`config.mk`:
```
export PLATFORM = sky130hd
export DESIGN_NAME = qq_rd_adr_ctl
export DESIGN_NICKNAME = d
export VERILOG_FILES = /design/src/rtl/qq_adr_pkg.sv /design/src/rtl/qq_mod_add.sv /design/src/rtl/qq_rd_adr_ctl.sv
export SDC_FILE = /design/constraint.sdc
export NUM_CORES = 1
export LEC_CHECK = 0
export ABC_AREA = 1
export BUFFER_PORTS_ARGS = -buffer_cell sky130_fd_sc_hd__buf_2
export CORE_UTILIZATION = 49
export CTS_CLUSTER_DIAMETER = 50
export DETAILED_ROUTE_END_ITERATION = 16
export PLACE_DENSITY = 0.74
export SLEW_MARGIN = 20
export SYNTH_ARGS = -nofsm -noshare
export SYNTH_HDL_FRONTEND = slang
export SYNTH_SLANG_ARGS = --single-unit
```
`constraint.sdc`:
```
create_clock -name clk -period 3.5 [get_ports clk]
set_clock_uncertainty 0.15 [all_clocks]
set_input_delay 1.05 -clock clk [delete_from_list [all_inputs] [get_ports clk]]
set_output_delay 1.05 -clock clk [all_outputs]
set_load 0.1 [all_outputs]
```
`src/rtl/qq_adr_pkg.sv`:
```
// qq_adr_pkg: shared types for the QuickQ v2 address controller.
// Holds the read-operation encoding, the queue occupancy state and
// the helper that derives the state from an occupancy count.
package qq_adr_pkg;

    typedef enum logic [1:0] {
        RM_HOLD = 2'b00,
        RM_ADV  = 2'b01,
        RM_SYNC = 2'b10,
        RM_RSVD = 2'b11
    } rd_mode_t;

    typedef enum logic [1:0] {
        S_EMPTY = 2'b00,
        S_PART  = 2'b01,
        S_FULL  = 2'b10
    } q_state_t;

    // Occupancy state for a given count in a queue of the given depth.
    function automatic q_state_t q_state_of(input int unsigned cnt, input int unsigned depth);
        if (cnt == 0)
            return S_EMPTY;
        else if (cnt >= depth)
            return S_FULL;
        else
            return S_PART;
    endfunction

endpackage

```
`src/rtl/qq_mod_add.sv`:
```
// qq_mod_add: combinational (a + b) mod D for queue pointers.
// a is a pointer in 0..D-1 and b is at most D, so a single conditional
// subtraction of D is enough to bring the sum back into range.
module qq_mod_add #(
    parameter int D  = 4,
    parameter int AW = 2
) (
    input  logic [AW-1:0] i_a,
    input  logic [AW:0]   i_b,
    output logic [AW-1:0] o_sum
);

    localparam logic [AW:0] DL = (AW+1)'(D);

    logic [AW:0] w_sum;
    logic [AW:0] w_wrap;

    // One extra bit holds the raw sum; wrap it once if it reached D.
    always_comb begin
        w_sum  = {1'b0, i_a} + i_b;
        w_wrap = w_sum - DL;
        if (w_sum >= DL)
            o_sum = w_wrap[AW-1:0];
        else
            o_sum = w_sum[AW-1:0];
    end

endmodule

```
`src/rtl/qq_rd_adr_ctl.sv`:
```
// qq_rd_adr_ctl: QuickQ v2 address controller.
// Owns the write and read pointers of a D-entry circular store (any D >= 2),
// the occupancy count and the EMPTY/PART/FULL state. The read pointer moves
// by 0..MAXINC per cycle or flushes to the write pointer.
// Optional feature: define QQ_ADR_ERR_EN to build the sticky misuse flag;
// without it err is tied low and no error logic exists.
module qq_rd_adr_ctl
    import qq_adr_pkg::*;
#(
    parameter  int D      = 4,
    parameter  int MAXINC = 2,
    localparam int AW     = $clog2(D),
    localparam int CW     = $clog2(D + 1),
    localparam int NW     = $clog2(MAXINC + 1)
) (
    input  logic          clk,
    input  logic          rst,
    input  logic          push,
    input  logic [1:0]    mode,
    input  logic [NW-1:0] incr,
    output logic          push_acc,
    output logic [AW-1:0] wr_addr,
    output logic [AW-1:0] rd_addr,
    output logic [CW-1:0] count,
    output logic          empty,
    output logic          full,
    output logic          err
);

    logic [AW-1:0] r_wr;
    logic [AW-1:0] r_rd;
    logic [CW-1:0] r_cnt;
    q_state_t      r_state;
    q_state_t      w_state_nxt;

    rd_mode_t      w_mode;
    logic          w_push_acc;
    logic [CW-1:0] w_incr_ext;
    logic [CW-1:0] w_n_eff;
    logic [CW-1:0] w_cnt_nxt;
    logic [AW-1:0] w_wr_inc;
    logic [AW-1:0] w_rd_adv;
    logic [AW-1:0] w_rd_nxt;

    assign w_mode     = rd_mode_t'(mode);
    assign w_push_acc = push & (r_state != S_FULL);
    assign w_incr_ext = CW'(incr);

    // Effective read step: clamp to the registered count, so an entry
    // written this cycle can never be consumed in the same cycle.
    always_comb begin
        w_n_eff = '0;
        if (w_mode == RM_ADV) begin
            if (w_incr_ext > r_cnt)
                w_n_eff = r_cnt;
            else
                w_n_eff = w_incr_ext;
        end
    end

    qq_mod_add #(.D(D), .AW(AW)) u_wr_add (
        .i_a   (r_wr),
        .i_b   ((AW+1)'(w_push_acc)),
        .o_sum (w_wr_inc)
    );

    qq_mod_add #(.D(D), .AW(AW)) u_rd_add (
        .i_a   (r_rd),
        .i_b   ((AW+1)'(w_n_eff)),
        .o_sum (w_rd_adv)
    );

    // Next read pointer and occupancy; SYNC flushes to the pre-push write
    // pointer and keeps only a same-cycle accepted push.
    always_comb begin
        w_rd_nxt  = r_rd;
        w_cnt_nxt = r_cnt + CW'(w_push_acc) - w_n_eff;
        if (w_mode == RM_SYNC) begin
            w_rd_nxt  = r_wr;
            w_cnt_nxt = CW'(w_push_acc);
        end else if (w_mode == RM_ADV) begin
            w_rd_nxt  = w_rd_adv;
        end
    end

    // Pointer and count registers.
    always_ff @(posedge clk) begin
        if (rst) begin
            r_wr  <= '0;
            r_rd  <= '0;
            r_cnt <= '0;
        end else begin
            r_wr  <= w_wr_inc;
            r_rd  <= w_rd_nxt;
            r_cnt <= w_cnt_nxt;
        end
    end

    // Occupancy state register.
    always_ff @(posedge clk) begin
        if (rst)
            r_state <= S_EMPTY;
        else
            r_state <= w_state_nxt;
    end

    // Next state follows the next count, so any-to-any moves are possible.
    always_comb begin
        w_state_nxt = r_state;
        case (q_state_of(32'(w_cnt_nxt), D))
            S_EMPTY: w_state_nxt = S_EMPTY;
            S_FULL:  w_state_nxt = S_FULL;
            default: w_state_nxt = S_PART;
        endcase
    end

`ifdef QQ_ADR_ERR_EN
    logic r_err;
    logic w_err_evt;
    logic w_incr_ovr;

    // An out-of-range step only exists when the incr field can encode it.
    if (MAXINC < (2 ** NW) - 1) begin : g_ovr
        assign w_incr_ovr = (incr > NW'(MAXINC));
    end else begin : g_no_ovr
        assign w_incr_ovr = 1'b0;
    end

    // Any misuse seen this cycle.
    always_comb begin
        w_err_evt = 1'b0;
        if (push && (r_state == S_FULL))
            w_err_evt = 1'b1;
        if ((w_mode == RM_ADV) && (w_incr_ext > r_cnt))
            w_err_evt = 1'b1;
        if (w_incr_ovr)
            w_err_evt = 1'b1;
        if (w_mode == RM_RSVD)
            w_err_evt = 1'b1;
    end

    // Sticky error flag, cleared only by reset.
    always_ff @(posedge clk) begin
        if (rst)
            r_err <= 1'b0;
        else
            r_err <= r_err | w_err_evt;
    end

    assign err = r_err;
`else
    assign err = 1'b0;
`endif

    assign push_acc = w_push_acc;
    assign wr_addr  = r_wr;
    assign rd_addr  = r_rd;
    assign count    = r_cnt;
    assign empty    = (r_state == S_EMPTY);
    assign full     = (r_state == S_FULL);

endmodule
```
==> results of run 1 <==
## flip-flops by register name, indices dropped and copies added, names as in the netlist
register	cells
wr_addr	2
rd_addr	2
r_state	1
count	3
## Yosys cell counts, drive strengths merged
cell type,number,share of area [%]
nor2,10,7.0
dfxtp,8,25
buf,2,2.3
xor2,1,1.4
fa,1,3.1
nor3,1,0.77
inv,20,12
ha,7,14
o21ai,4,3.1
xnor2,3,4.1
a21oi,4,5.4
nand4,1,0.97
nand2,16,12
nand3,8,8.9
conb,1,0.58
## metrics by stage
stage / utilization, % / cells / cell area (um2) / setup WS (ns) / total power, W
2_1_floorplan: - / 87 / 646 / 0.264 / 0.000584
3_3_place_gp: 62.2 / 115 / 728 / 0.143 / 0.000639
3_5_place_dp: 62.2 / 115 / 728 / 0.0856 / 0.000649
4_1_cts: 64.1 / 118 / 751 / 0.333 / 0.000722
5_1_grt: 64.1 / 118 / 751 / 0.224 / 0.000758
6_report: 64.1 / 118 / 751 / 0.348 / 0.000714
## area by class of cell
| class | instances | area, um2 |
|---|---|---|
| clock buffers | 3 | 22.5 |
| inverters | 20 | 75.1 |
| flip-flops and latches | 8 | 160 |
| multi-input cells | 57 | 395 |
| well taps | 14 | 17.5 |
| fillers | 119 | 420 |
| repair buffers | 16 | 80.1 |
## power groups by stage
| stage | logic, W | clock network (W) | registers [W] |
|---|---|---|---|
| finish | 0.000502 | 0.0000685 | 0.000143 |
| global route | 0.000534 | 0.0000777 | 0.000146 |
| CTS | 0.000506 | 0.0000723 | 0.000143 |
| detailed placement | 0.000504 | 0 | 0.000145 |
| global placement | 0.000495 | 0 | 0.000144 |
| floorplan | 0.000346 | 0 | 0.000239 |
## cells by family (layout without fill, tap and decap cells)
logic type	count (synthesis)	after routing	synth area share, %
compound gates	8	8	8.53
xor+xnor	4	4	5.43
fa+ha+maj	8	8	16.7
buf+inv	22	39	14.0
flops	8	8	24.8
other cells	1	1	0.581
simple gates	36	36	30.0
## metal layers
layer	share of wire (%)	GRT usage (%)
met1	45	21.7
met2	50	32.6
met3	3.6	4.07
met4	1.4	13.4
met5	0	0
## worst min-delay path: cells and delay by family (launching register included)
family	cells	cell delay, ns
AOI/OAI and AO/OA	1	0.06
and+or+nand+nor	1	0.06
DFF	1	0.31
## path summary, 6_finish.rpt
kind / end / depth (start not counted)
setup / recovery: r_state[0] / 13
hold reg to reg: rd_addr[0] / 2
hold / removal: rd_addr[0] / 2
setup reg to reg: r_state[0] / 12
==> results.yml, run 1 <==
cells_and_area:
  final_common_cell: "inv_1"
  n_antenna_cell: 0
  area_growth_pct: 16.3
  layout-drive-gt1-share_pct: 26.9
  num-nets-final: 121
  final_cell_mix: "20 x inv_1, 16 x buf_2, 12 x nand2_1"
setup_path:
  r2r_slack_ns: 0.85
  endpoint_kind: "flop"
  arrival_ns: 3.20
  crit_chain: "buf_2 -> inv_1 -> ha_1 -> a21oi_4 -> nand2_4 -> nand2_1 -> nand3_2 -> ha_1 -> inv_1 -> fa_1 -> nor3_1 -> o21ai_0 -> inv_1"
  required_ns: 3.55
  cp-start-kind: "primary input"
  cp_common_cell: "inv_1"
  critPathMaxStageDelay_ns: 0.47
  cp_top_family: "adder cells"
  crit_slowest_cell: "fa_1"
  worstSetupStartpoint: "incr[0]"
  worst-path-buf-inv: 4
  worst-setup-path-type: "in -> reg"
  r2r_start: "count[1]"
  crit_fanout: 4
floorplanning:
  start_util_pct: 55.1
  dieWidth_um: 38.3
  coreArea_um2: 1170
  die-area_um2: 1470
  ios: 18
  placementRows: 12
  fp.dieH_um: 38.3
synthesis:
  syn_nets: 102
  ys_seq_area_share_pct: 24.8
  syn_area_per_cell_um2: 7.42
  synth_warnings: 0
  synth-seq-cells: 8
  netlist_area_um2: 646
  netlist_instances: 87
  synth_cell_type_count: 23
sta:
  timing.final.crit_share_pct: 90.1
  tns_ns: 0
  final_hold_viol_count: 0
  worst_hold_slack_ns: 0.333
  setup_viol: 0
  rsz0062_at_grt: "no"
  fmax_ghz: 0.317
  fin_crit_ns: 3.15
  report.final.slew_viol_count: 0
clocking:
  cts_tree: "done"
  insertion_delay_ns: 0.25
  ctsHtreeMaxLevel: 1
  clock_sinks: 8
  cts_setup_buffers: 0
  post_cts_resized: 0
  cts.clk_slew.worst_paths_ns: 0.05
  root_buffer: "clkbuf_4"
  clk_path_buf_depth: 2
  ctsHoldBuffers: 0
  cts_buffers: 3
power_and_ir_drop:
  power.share.switching_pct: 62.4
  p_int_w: 0.000268
  seqPwrFrac_pct: 20.0
  pwr-share-clk_pct: 9.6
  leakage_nw: 0.410
  ir_drop_mv: 0.771
  power.switching_w: 0.000446
  power.combinational.fraction_pct: 70.4
  power_density_nw_per_um2: 951
routing:
  drt_pre_antenna_iters: 4
  viasPerCell: 4.80
  wl_per_cell_um: 10.3
  drcViolationCount: 0
  ant_nets: 0
  drt_iter0_markers: 11
  routed_wl_mm: 1.22
  num_vias: 566
place:
  port_buffers: 16
  gp_congestion: 0.776
  hpwl_mm: 1.02
grt:
  grt_pass1_wl_mm: 1.87
  grt_overflow: 0
  gr-usage-all-layers_pct: 19.5
  antenna_found_initial: 0
  grt_max_degree: 8
  grt_pass1_vias: 472
worst_hold_path:
  hp-class: "reg -> reg"
  hold_path_startpoint: "rd_addr[0]"
run_status:
  status: "finished, final reports clean"
run:
  maxCapViolCount: 0
(Power assumes the default switching activity.)
==> run 2, diff against run 1 <==
--- a/config.mk
+++ b/config.mk
@@ -7,11 +7,13 @@
 export LEC_CHECK = 0
 export ABC_AREA = 1
 export BUFFER_PORTS_ARGS = -buffer_cell sky130_fd_sc_hd__buf_2
-export CORE_UTILIZATION = 49
+export CORE_AREA = 2 2 39 41
 export CTS_CLUSTER_DIAMETER = 50
 export DETAILED_ROUTE_END_ITERATION = 16
-export PLACE_DENSITY = 0.74
+export DIE_AREA = 0 0 41 43
+export PLACE_DENSITY = 0.75
 export SLEW_MARGIN = 20
 export SYNTH_ARGS = -nofsm -noshare
 export SYNTH_HDL_FRONTEND = slang
+export SYNTH_HIERARCHICAL = 1
 export SYNTH_SLANG_ARGS = --single-unit
==> constraint.sdc (replaced) <==
create_clock -name clk -period 4.05 [get_ports clk]
set_clock_uncertainty 0.15 [all_clocks]
set_input_delay 1.215 -clock clk [delete_from_list [all_inputs] [get_ports clk]]
set_output_delay 1.215 -clock clk [all_outputs]
set_load 0.1 [all_outputs]
==> run 2 against run 1 <==
Against the previous run: first-iteration DRC count fell by 9.1%; design area rose by 5.0%; critical path depth rose by 3; register-to-register slack improved by 0.56 ns; sequential share of layout area fell by 1.0 points; synthesized cell count rose by 24%; via count rose by 13%; utilization fell by 7.1 points; area after synthesis rose by 4.3%; setup slack improved by 0.41 ns; die area rose by 20%; wire length fell by 3.8%.
==> results.yml, run 2 <==
setup_path:
  r2r_start: "count[1]"
  required_ns: 4.04
  crit_slowest_cell: "fa_1"
  worst-setup-path-type: "in -> reg"
  endpoint_kind: "flop"
  cp-start-kind: "primary input"
  critPathMaxStageDelay_ns: 0.48
  worstSetupStartpoint: "incr[0]"
  worst-path-buf-inv: 5
  arrival_ns: 3.29
  cp_common_cell: "inv_1"
  crit_fanout: 4
  crit_chain: "buf_2 -> inv_1 -> ha_1 -> a21oi_2 -> a21oi_1 -> nor2_1 -> ha_1 -> inv_1 -> ha_1 -> inv_1 -> fa_1 -> nor2_1 -> nand2_1 -> nand2_1 -> nand2_1 -> inv_1"
  cp_top_family: "adder cells"
grt:
  grt_overflow: 0
  antenna_found_initial: 0
  grt_max_degree: 8
  grt_pass1_vias: 526
  grt_pass1_wl_mm: 1.86
  gr-usage-all-layers_pct: 15.7
floorplanning:
  placementRows: 14
  coreArea_um2: 1380
  fp.dieH_um: 43
  start_util_pct: 48.6
  die-area_um2: 1760
  dieWidth_um: 41
  ios: 18
routing:
  viasPerCell: 4.45
  wl_per_cell_um: 8.21
  drcViolationCount: 0
  routed_wl_mm: 1.17
  drt_iter0_markers: 10
  ant_nets: 0
  num_vias: 637
  drt_pre_antenna_iters: 3
clocking:
  post_cts_resized: 0
  clock_sinks: 8
  ctsHoldBuffers: 0
  clk_path_buf_depth: 2
  cts.clk_slew.worst_paths_ns: 0.06
  cts_buffers: 3
  cts_tree: "done"
  root_buffer: "clkbuf_4"
  cts_setup_buffers: 0
  ctsHtreeMaxLevel: 1
  insertion_delay_ns: 0.25
cells_and_area:
  layout-drive-gt1-share_pct: 17.3
  multiInputGateArea_um2: 382
  num-nets-final: 146
  final_cell_mix: "32 x inv_1, 31 x nand2_1, 16 x buf_2"
  area.sequential_um2: 160
  nFillCells: 144
  n_antenna_cell: 0
  final_common_cell: "inv_1"
  largest_reg_flops: 3
  area_growth_pct: 17.1
synthesis:
  synth_flop_cell: "dfxtp_1"
  synth-seq-cells: 8
  synth_largest_area_cell: "dfxtp_1"
  netlist_instances: 108
  ys_seq_area_share_pct: 23.8
  async_flop_share_pct: 0
  synthTopCellsByArea: "dfxtp_1 24%, inv_1 18%, nand2_1 17%"
  synth_cell_type_count: 14
  yosysMostFrequentCell: "inv_1"
  netlist_area_um2: 673
  synth_warnings: 6
  synthDominantCellAreaShare_pct: 23.8
  syn_area_per_cell_um2: 6.23
  ys_top_cells_by_count: "32 x inv_1, 31 x nand2_1, 9 x ha_1, 9 x nor2_1, 8 x dfxtp_1"
  synth_edf_count: 0
run_status:
  status: "finished, final reports clean"
sta:
  timing.final.crit_share_pct: 81.4
  setup_viol: 0
  rsz0062_at_grt: "no"
  report.final.slew_viol_count: 0
  setup_ws_ns: 0.753
  fmax_ghz: 0.303
  fin_crit_ns: 3.30
  final_hold_viol_count: 0
  tns_ns: 0
place:
  port_buffers: 16
  dp_slack_ns: 0.495
  hpwl_mm: 1.00
  gp_congestion: 0.813
worst_hold_path:
  hold_path_startpoint: "rd_addr[0]"
  hp-class: "reg -> reg"
run:
  maxCapViolCount: 0
run 2: path summary, 6_finish.rpt:
| check | to | slack (ns) | cells after the start |
|---|---|---|---|
| max | r_state[0] | 0.75 | 16 |
| min | rd_addr[0] | 0.43 | 4 |
| max reg2reg | r_state[0] | 1.41 | 16 |
| min reg2reg | rd_addr[0] | 0.43 | 4 |
run 2: final cells by class:
type | instances | area share [%]
Clock buffer | 3 | 2.86
Sequential cell | 8 | 20.3
Timing Repair Buffer | 16 | 10.2
Tap cell | 16 | 2.54
Multi-Input combinational cell | 67 | 48.4
Inverter | 33 | 15.7
run 2: kinds of logic after synthesis:
family	synth area share, %
AO/OA/AOI/OAI	7.81
other	0.557
AND/OR/NAND/NOR	27.5
flip-flops	23.8
buffers and inverters	20.6
adder cells (fa/ha/maj)	19.7
run 2: worst reg2reg max path, delay by kind of cell (launching register included):
| kind | cells | cell delay (ns) |
|---|---|---|
| AND/OR/NAND/NOR | 5 | 0.37 |
| buffers and inverters | 5 | 0.27 |
| AO/OA/AOI/OAI | 2 | 0.22 |
| adder cells (fa/ha/maj) | 4 | 1.17 |
| flip-flops | 1 | 0.35 |
run 2: metal layers:
metal / track usage (%) / up-vias / routed length (um)
met5: 0 / - / 0
met4: 12.0 / 0 / 9
met3: 1.57 / 2 / 41
met2: 25.9 / 9 / 591
met1: 16.8 / 274 / 530
li1: - / 352 / -
run 2: stage by stage:
| step | utilization (%) | instances | cell area, um2 | hold WS (ns) |
|---|---|---|---|---|
| floorplan | - | 110 | 681 | 0.470 |
| global placement | 55.3 | 140 | 766 | 0.417 |
| detailed placement | 55.3 | 140 | 766 | 0.429 |
| CTS | 57.0 | 143 | 788 | 0.438 |
| global route | 57.0 | 143 | 788 | 0.476 |
| finish | 57.0 | 143 | 788 | 0.434 |
Power of run 2 is not shown: default switching activity piles up to over one toggle a cycle in this logic, so the estimate is an artifact.
==> run 3, diff against run 2 <==
--- a/config.mk
+++ b/config.mk
@@ -7,11 +7,10 @@
 export LEC_CHECK = 0
 export ABC_AREA = 1
 export BUFFER_PORTS_ARGS = -buffer_cell sky130_fd_sc_hd__buf_2
-export CORE_AREA = 2 2 39 41
+export CORE_UTILIZATION = 45
 export CTS_CLUSTER_DIAMETER = 50
 export DETAILED_ROUTE_END_ITERATION = 16
-export DIE_AREA = 0 0 41 43
-export PLACE_DENSITY = 0.75
+export PLACE_DENSITY = 0.71
 export SLEW_MARGIN = 20
 export SYNTH_ARGS = -nofsm -noshare
 export SYNTH_HDL_FRONTEND = slang
==> constraint.sdc (replaced) <==
create_clock -name clk -period 2.7 [get_ports clk]
set_clock_uncertainty 0.15 [all_clocks]
set_input_delay 0.81 -clock clk [delete_from_list [all_inputs] [get_ports clk]]
set_output_delay 0.81 -clock clk [all_outputs]
set_load 0.1 [all_outputs]
==> run 3 against run 2 <==
Against the previous run: the run now ends with setup timing left; first-iteration DRC count down 40%; non-clock buffer count is 7 higher; wire length rose by 15%; via count grew 4.2%; hold slack worse by 0.0080 ns; highest routed layer unchanged.
==> results.yml, run 3 (synthesis results as in run 2) <==
floorplanning:
  start_util_pct: 49.9
  die-area_um2: 1650
  fp.dieH_um: 40.7
  placementRows: 13
  dieWidth_um: 40.7
  ios: 18
  coreArea_um2: 1350
cells_and_area:
  largest_reg_flops: 3
  area_growth_pct: 41.4
  final_common_cell: "nand2_1"
  n_antenna_cell: 0
  final_cell_mix: "30 x nand2_1, 28 x inv_1, 14 x buf_2"
  layout-drive-gt1-share_pct: 31.9
  nFillCells: 117
  num-nets-final: 153
place:
  gp_congestion: 0.714
  port_buffers: 16
  hpwl_um: 981
sta:
  timing.final.crit_share_pct: 106
  setup_viol: 3
  worst_hold_slack_ns: 0.426
  fmax_ghz: 0.349
  setup_ws_ns: -0.162
  fin_crit_ns: 2.86
  final_hold_viol_count: 0
  rsz0062_at_grt: "yes"
  report.final.slew_viol_count: 0
worst_hold_path:
  hp-class: "reg -> reg"
setup_path:
  endpoint_kind: "flop"
  critPathMaxStageDelay_ns: 0.53
  worst-setup-path-type: "in -> reg"
  crit_fanout: 3
  crit_slowest_cell: "fa_1"
  worst-path-buf-inv: 5
  required_ns: 2.71
  cp_top_family: "adder cells"
  crit_chain: "buf_8 -> ha_4 -> inv_4 -> o21bai_4 -> nand3_2 -> nand2_2 -> nor2_4 -> ha_4 -> inv_2 -> ha_4 -> inv_2 -> fa_1 -> nor2_1 -> nand2_1 -> nand2_1 -> nand2_1 -> inv_1"
  cp-start-kind: "primary input"
  arrival_ns: 2.87
clocking:
  root_buffer: "clkbuf_4"
  cts.clk_slew.worst_paths_ns: 0.06
  cts_buffers: 3
  ctsHoldBuffers: 0
  insertion_delay_ns: 0.25
  cts_tree: "done"
  clock_sinks: 8
  ctsHtreeMaxLevel: 1
  clk_path_buf_depth: 2
grt:
  grt_pass1_wl_mm: 1.82
  grt_max_degree: 8
  grt_overflow: 0
  grt_pass1_vias: 473
  gr-usage-all-layers_pct: 17.1
  antenna_found_initial: 0
run:
  maxCapViolCount: 0
routing:
  ant_nets: 0
  drt_pre_antenna_iters: 4
  routed_wl_mm: 1.35
  drcViolationCount: 0
  viasPerCell: 4.43
  num_vias: 664
  wl_per_cell_um: 9.01
  drt_iter0_markers: 6
run_status:
  status: "finished with violations"
  violations: "setup timing"
## run 3: cell count changes in the layout (fill, tap and decap cells not counted), moves of 2 or more
| cell | delta |
|---|---|
| ha_4 | +4 |
| inv_1 | -4 |
| dfxtp_1 | -2 |
| inv_2 | +3 |
| ha_1 | -4 |
| buf_4 | +7 |
| buf_2 | -2 |
## run 3: timing repair
item / 4_1_cts / 5_1_grt
endpoints found under the setup margin: 2 / 3
buffers inserted: 0 / 2
endpoints found under the hold margin: 0 / 0
pin swaps: 0 / 7
resized for setup: 2 / 10
## run 3: cell type report
type | instances | area [um2] | area share (%)
clock buffer | 4 | 26.3 | 2.76
inverter | 33 | 126 | 13.3
multi-input combinational | 67 | 458 | 48.1
sequential | 8 | 165 | 17.3
tap | 15 | 18.8 | 1.97
timing repair buffer | 23 | 158 | 16.6
## run 3: per-stage QoR
step                utilization (%)  TNS (ns)  std cells  setup slack [ns]  area, um2
floorplan                         -    -0.255        110            -0.151        713
global placement               62.9    -0.843        144            -0.357        850
detailed placement             62.9    -0.911        144            -0.375        850
CTS                            65.5   -0.0884        148           -0.0884        885
global route                   70.5    -0.544        150            -0.258        952
finish                         70.5    -0.258        150            -0.162        952
## run 3: tightest hold or removal path: stages, from the launching register on
cell	delay [ns]
dfxtp_1	0.32
inv_1	0.05
a21oi_1	0.05
o21ai_1	0.07
inv_1	0.04
## run 3: final timing paths
kind                   start          to  slack [ns]  cells past startpoint
setup / recovery     incr[1]  r_state[0]       -0.16                     17
hold / removal    rd_addr[0]  rd_addr[0]        0.43                      4
setup reg to reg    count[1]  r_state[0]        0.05                     17
hold reg to reg   rd_addr[0]  rd_addr[0]        0.43                      4
## run 3: layer usage
metal | part of all wire (%) | GRT usage, %
met4 | 2.9 | 15.0
met3 | 3.5 | 1.63
met5 | 0 | 0
met2 | 48 | 27.0
met1 | 45 | 20.3
Power of run 3 is left out for the same reason.
